--- src/rtl/vault_pkg.sv ---
// Shared definitions for the vault code-submit interface (frontend and controller).
package vault_pkg;

   localparam int unsigned CODE_W_DEFAULT = 4;

   // Controller status encodings
   localparam logic [1:0] ST_IDLE  = 2'b00;
   localparam logic [1:0] ST_GRANT = 2'b01;
   localparam logic [1:0] ST_DENY  = 2'b10;
   localparam logic [1:0] ST_LOCK  = 2'b11;

   typedef enum logic [2:0] {
      StIdle,
      StCollect,
      StSubmit,
      StWaitResp,
      StLocked
   } state_e;

endpackage

--- src/rtl/vault_keypad_frontend.sv ---
// Keypad frontend: collects serial digits, submits the code, captures the controller status.
module vault_keypad_frontend
   import vault_pkg::*;
#(
   parameter int unsigned CODE_W      = CODE_W_DEFAULT,
   parameter int unsigned TIMEOUT_CYC = 1000,
   localparam int unsigned DIG_W      = $clog2(CODE_W + 1)
) (
   input  logic              clk,
   input  logic              rst,
   input  logic              key_valid,
   input  logic              key_bit,
   input  logic              key_enter,
   input  logic              key_clear,
   input  logic [1:0]        status_in,
   output logic [CODE_W-1:0] code_out,
   output logic              submit,
   output logic [DIG_W-1:0]  digits,
   output logic              busy,
   output logic [1:0]        result,
   output logic              result_valid,
   output logic              entry_err,
   output logic              locked
);

   // Counter only has to reach TIMEOUT_CYC-1
   localparam int unsigned CNT_W = (TIMEOUT_CYC > 1) ? $clog2(TIMEOUT_CYC) : 1;

   state_e              state_q, state_d;
   logic [CODE_W-1:0]   sh_q, sh_d;
   logic [DIG_W-1:0]    dig_q, dig_d;
   logic [CNT_W-1:0]    cnt_q, cnt_d;
   logic [CODE_W-1:0]   code_q, code_d;
   logic [1:0]          res_q, res_d;
   logic                res_vld_q, res_vld_d;
   logic                err_q, err_d;

   // State and datapath registers, asynchronously cleared
   always_ff @(posedge clk or posedge rst) begin
      if (rst) begin
         state_q   <= StIdle;
         sh_q      <= '0;
         dig_q     <= '0;
         cnt_q     <= '0;
         code_q    <= '0;
         res_q     <= '0;
         res_vld_q <= 1'b0;
         err_q     <= 1'b0;
      end else begin
         state_q   <= state_d;
         sh_q      <= sh_d;
         dig_q     <= dig_d;
         cnt_q     <= cnt_d;
         code_q    <= code_d;
         res_q     <= res_d;
         res_vld_q <= res_vld_d;
         err_q     <= err_d;
      end
   end

   // Next-state logic: key priority clear > enter > valid, then inter-key timeout
   always_comb begin
      state_d   = state_q;
      sh_d      = sh_q;
      dig_d     = dig_q;
      cnt_d     = cnt_q;
      code_d    = code_q;
      res_d     = res_q;
      res_vld_d = 1'b0;
      err_d     = 1'b0;
      unique case (state_q)
         StIdle, StCollect: begin
            if (key_clear) begin
               sh_d    = '0;
               dig_d   = '0;
               cnt_d   = '0;
               state_d = StIdle;
            end else if (key_enter) begin
               cnt_d = '0;
               if (dig_q == DIG_W'(CODE_W)) begin
                  // code_out only ever changes here, so partial entries stay hidden
                  code_d  = sh_q;
                  state_d = StSubmit;
               end else begin
                  err_d   = 1'b1;
                  sh_d    = '0;
                  dig_d   = '0;
                  state_d = StIdle;
               end
            end else if (key_valid) begin
               if (dig_q != DIG_W'(CODE_W)) begin
                  sh_d  = {sh_q[CODE_W-2:0], key_bit};
                  dig_d = dig_q + 1'b1;
               end
               cnt_d   = '0;
               state_d = StCollect;
            end else if (state_q == StCollect) begin
               if (cnt_q == CNT_W'(TIMEOUT_CYC - 1)) begin
                  err_d   = 1'b1;
                  sh_d    = '0;
                  dig_d   = '0;
                  cnt_d   = '0;
                  state_d = StIdle;
               end else begin
                  cnt_d = cnt_q + 1'b1;
               end
            end
         end
         StSubmit: begin
            state_d = StWaitResp;
         end
         StWaitResp: begin
            // Fixed-latency capture; a repeated identical status is legal
            res_d     = status_in;
            res_vld_d = 1'b1;
            sh_d      = '0;
            dig_d     = '0;
            state_d   = (status_in == ST_LOCK) ? StLocked : StIdle;
         end
         StLocked: begin
            state_d = StLocked;
         end
         default: begin
            state_d = StIdle;
         end
      endcase
   end

   assign code_out     = code_q;
   assign submit       = (state_q == StSubmit);
   assign busy         = (state_q == StSubmit) || (state_q == StWaitResp);
   assign digits       = dig_q;
   assign result       = res_q;
   assign result_valid = res_vld_q;
   assign entry_err    = err_q;
   assign locked       = (state_q == StLocked);

endmodule

--- config.mk ---
export PLATFORM = sky130hd
export DESIGN_NAME = vault_keypad_frontend
export DESIGN_NICKNAME = d
export VERILOG_FILES = /design/src/rtl/vault_pkg.sv /design/src/rtl/vault_keypad_frontend.sv
export SDC_FILE = /design/constraint.sdc
export NUM_CORES = 1
export LEC_CHECK = 0
export ABC_AREA = 0
export CAP_MARGIN = 20
export CORE_MARGIN = 2
export CORE_UTILIZATION = 25
export CTS_BUF_LIST = sky130_fd_sc_hd__clkbuf_4 sky130_fd_sc_hd__clkbuf_8
export CTS_CLUSTER_DIAMETER = 150
export DETAILED_ROUTE_END_ITERATION = 6
export HOLD_SLACK_MARGIN = 0.02
export PLACE_DENSITY_LB_ADDON = 0.12
export SKIP_LAST_GASP = 1
export SLEW_MARGIN = 20
export SYNTH_ARGS = -nofsm -noshare
export SYNTH_HDL_FRONTEND = slang
export SYNTH_SLANG_ARGS = --single-unit
export TNS_END_PERCENT = 10
--- constraint.sdc ---
create_clock -name clk -period 3.82 [get_ports clk]
set_clock_uncertainty 0.15 [all_clocks]
set_input_delay 0.764 -clock clk [delete_from_list [all_inputs] [get_ports clk]]
set_output_delay 0.764 -clock clk [all_outputs]
set_load 0.005 [all_outputs]
==> results.txt <==
* Vias in the first global route: 1147
- Starting Density: 26.0%
- Final weighted congestion of routability-driven global placement: 0.849
- Standard cell with the maximum stage delay on the critical path: sky130_fd_sc_hd__clkdlybuf4s50_1
- Final-layout fill cell count: 561
* Number of cells produced by synthesis: 144
* Total power of the final layout: 502 µW
* Horizontal extent of the die: 79.7 µm
- Total number of vias: 1095
- In this run the deepest clock path goes through 2 buffers.
- The floorplan has 27 rows.
* CTS H-tree lvls: 1
- STA classifies the critical path endpoint as an output port.
- Yosys printed 0 warnings.
* Worst slew pin tran: 0.778 ns
- Number of clock sinks seen by CTS: 28
- Class of the worst hold path: reg -> reg
- In the synthesized netlist the dominant register cell turns out to be sky130_fd_sc_hd__dfrtp_1.
* PD cells: 286 nW/µm²
* Final critical-path setup slack: 1.25 ns
- On the critical path the largest part of the delay comes from buffers and inverters.
* Max-Cap Viols: 0
* Vert. Die Dim: 79.7 µm
- Remaining design rule violation count: 0
* Clock tree from TritonCTS: built
* Largest net degree at the start of global routing: 29
- Overall die area: 6350 µm²
* Outcome: finished clean
- First drt pass iteration count: 4
* Clock buffers created by TritonCTS: 3
- The count of nets left with antenna violations once routing finished came out at 0.
* Achievable frequency: 388 MHz
- Average vias per placed instance: 4.64
- The number of antenna violations at the first check in global routing came to 0.
- After clock tree synthesis, the clock-pin slew on the worst setup and hold paths is 0.09 ns.
* Post-synthesis instance area: 1430 µm²
* Largest area contributor in the netlist: sky130_fd_sc_hd__dfrtp_1
- In this design, the stage delay of the slowest critical-path cell is 0.56 ns.
- Counting both buffers and inverters, the worst setup path holds a total of 1.
- Synthesized area per cell: 9.94 µm²
- Hold buffer count at CTS: 0
* Antenna Cells: 0
- Most common library cell in the layout ignoring fill and taps: sky130_fd_sc_hd__dfrtp_1
* Final routed wirelength across all metal layers: 3.04 mm
- Along the worst path, the maximum fanout reaches 10.
* Final hold violation count: 0
* P_leak: 0.736 nW
- Data required, critical path: 2.91 ns
* Fraction of final layout cells with drive strength greater than 1: 10.4%
* First DRT Iteration DRCs: 19
* Port bufs: 21
- The number of nets in the synthesized netlist is 155.
- Summed over all layers, the global routing overflow is 0.
- Setup slack at placement: 1.06 ns
* Clock root buffer master: sky130_fd_sc_hd__clkbuf_8
- Clock insertion delay at the later pin of the skew report: 0.27 ns
* Core Footprint: 5510 µm²
- Of all flip-flops after synthesis, the portion carrying an async set or reset was 100%.
- Compared with the post-synthesis result, the final layout area differs by 22.7%.
- After clock tree synthesis, the setup repair step added 0 buffers.
* Estimated wirelength of the detail-placed design: 2.28 mm
- Net count of the finished layout: 177
- Headroom to the max-slew limit came out at 47.7%.
* Type of the worst setup path: reg -> out
- In this run, distinct cell masters in the synthesized netlist total 41.
- After layout, the worst path uses 67.4% of the clock period.
- Counting flops and latches in the post-synthesis netlist gives 28.
- Post-cts gate resize count: 0
* Number of ports placed on the die boundary: 22
- Data arrival time of the critical path: 1.66 ns
- The library cells used most frequently in the layout, excluding fill and tap cells, are sky130_fd_sc_hd__dfrtp_1 (28), sky130_fd_sc_hd__clkdlybuf4s50_1 (21), sky130_fd_sc_hd__nand2_1 (19).
* Final core utilization: 31.9%
- Setup repair after global routing left no endpoint under its margin.
* Post-layout min period: 2.57 ns
* Number of failing setup endpoints in the final timing report: 0
- The first global-routing pass estimated 5.23 mm of wire.
- Pins over their slew limit: 0
- Number of enable-type register cells in the synthesized netlist: 0
- Setup Total Neg Slack: 0 ns
- Main area contributors after synthesis: sky130_fd_sc_hd__dfrtp_1 (49%), sky130_fd_sc_hd__nand2_1 (5.0%), sky130_fd_sc_hd__mux2i_1 (4.9%)
- Area fraction of the dominant cell type after synthesis: 49.0%
- Nature of the critical path startpoint: register
- Sequential fraction of the synthesis area: 49.0%
- In the final routed layout, each cell accounts on average for 12.9 µm.
* Cell-by-cell trace of the critical path: nor3b_1 -> clkdlybuf4s50_1
- Global routing used 10.3% of the available tracks.
- VDD sags by at most 165 µV.
[final timing paths]
kind                            slack [ns]               endpoint  cells after the start                   start
max in group asynchronous             2.39   cnt_q[0]$_DFFE_PP0P_                      2                     rst
min in group asynchronous             0.73  digits[1]$_DFFE_PP0P_                      2                     rst
worst min-delay path                  0.35  result[1]$_DFFE_PP0N_                      2   result[1]$_DFFE_PP0N_
worst min register to register        0.35  result[1]$_DFFE_PP0N_                      2   result[1]$_DFFE_PP0N_
worst max register to register        1.78  digits[0]$_DFFE_PP0P_                      5    cnt_q[0]$_DFFE_PP0P_
worst max-delay path                  1.25                 locked                      2  state_q[2]$_DFFE_PP0P_
[worst min-delay path, stage by stage, from the launching register on]
cell and delay, ns:
sky130_fd_sc_hd__dfrtp_1 0.37, sky130_fd_sc_hd__nand2_1 0.05, sky130_fd_sc_hd__nand2_1 0.05
[state kept, by name (all words and copies together), names as in the netlist]
| register | count |
|---|---|
| cnt_q | 10 |
| result_valid | 1 |
| digits | 3 |
| code_out | 4 |
| entry_err | 1 |
| state_q | 3 |
| sh_q | 4 |
| result | 2 |
[per-stage QoR]
step,area [µm²],hold slack [ns],cells
3_3_place_gp,1720,0.317,233
4_1_cts,1760,0.360,236
3_5_place_dp,1720,0.333,233
6_report,1760,0.350,236
5_1_grt,1760,0.383,236
2_1_floorplan,1430,0.320,144
[synthesized netlist by cell type, types with 2 or more instances]
master / n
sky130_fd_sc_hd__nor3b_1: 2
sky130_fd_sc_hd__nor4_1: 2
sky130_fd_sc_hd__a21oi_1: 3
sky130_fd_sc_hd__nor3_1: 3
sky130_fd_sc_hd__o21ai_0: 3
sky130_fd_sc_hd__or2_2: 2
sky130_fd_sc_hd__or3_1: 2
sky130_fd_sc_hd__nor2b_1: 2
sky130_fd_sc_hd__nand2_1: 19
sky130_fd_sc_hd__ha_1: 3
sky130_fd_sc_hd__clkbuf_1: 3
sky130_fd_sc_hd__mux2_2: 4
sky130_fd_sc_hd__nand3_1: 4
sky130_fd_sc_hd__dfrtp_1: 28
sky130_fd_sc_hd__nand4_1: 3
sky130_fd_sc_hd__nor2_1: 13
sky130_fd_sc_hd__xnor2_1: 6
sky130_fd_sc_hd__o22ai_1: 2
sky130_fd_sc_hd__inv_1: 12
sky130_fd_sc_hd__mux2i_1: 7
[power breakdown]
| group | total, mW | internal (mW) | leakage (nW) | switching, mW |
|---|---|---|---|---|
| Clock | 0.158 | 0.0707 | 0.0216 | 0.0872 |
| Combinational | 0.0408 | 0.0186 | 0.330 | 0.0223 |
| Sequential | 0.303 | 0.300 | 0.384 | 0.00342 |
[area by class of cell]
cell class / count / area, µm² / area share, %
clock buffer: 3 / 41.3 / 2.35
inverter: 13 / 48.8 / 2.78
multi-input combinational: 99 / 666 / 37.9
sequential: 28 / 701 / 39.9
tap: 72 / 90.1 / 5.13
timing repair buffer: 21 / 210 / 12.0
[cells by family after synthesis]
| logic type | Yosys count | synth area share [%] |
|---|---|---|
| compound gates | 15 | 7.87 |
| xor+xnor | 6 | 3.67 |
| fa+ha+maj | 3 | 2.62 |
| flops | 28 | 49.0 |
| buf+inv | 17 | 4.54 |
| mux | 11 | 8.04 |
| simple gates | 64 | 24.3 |
[metal layers]
metal	share of wire (%)	up-vias	track usage (%)
li1	-	535	-
met1	48	542	13.3
met2	48	16	17.1
met3	3.3	2	2.94
met4	0.13	0	1.90
met5	0	-	0
Power figures use the tool's default switching activity.
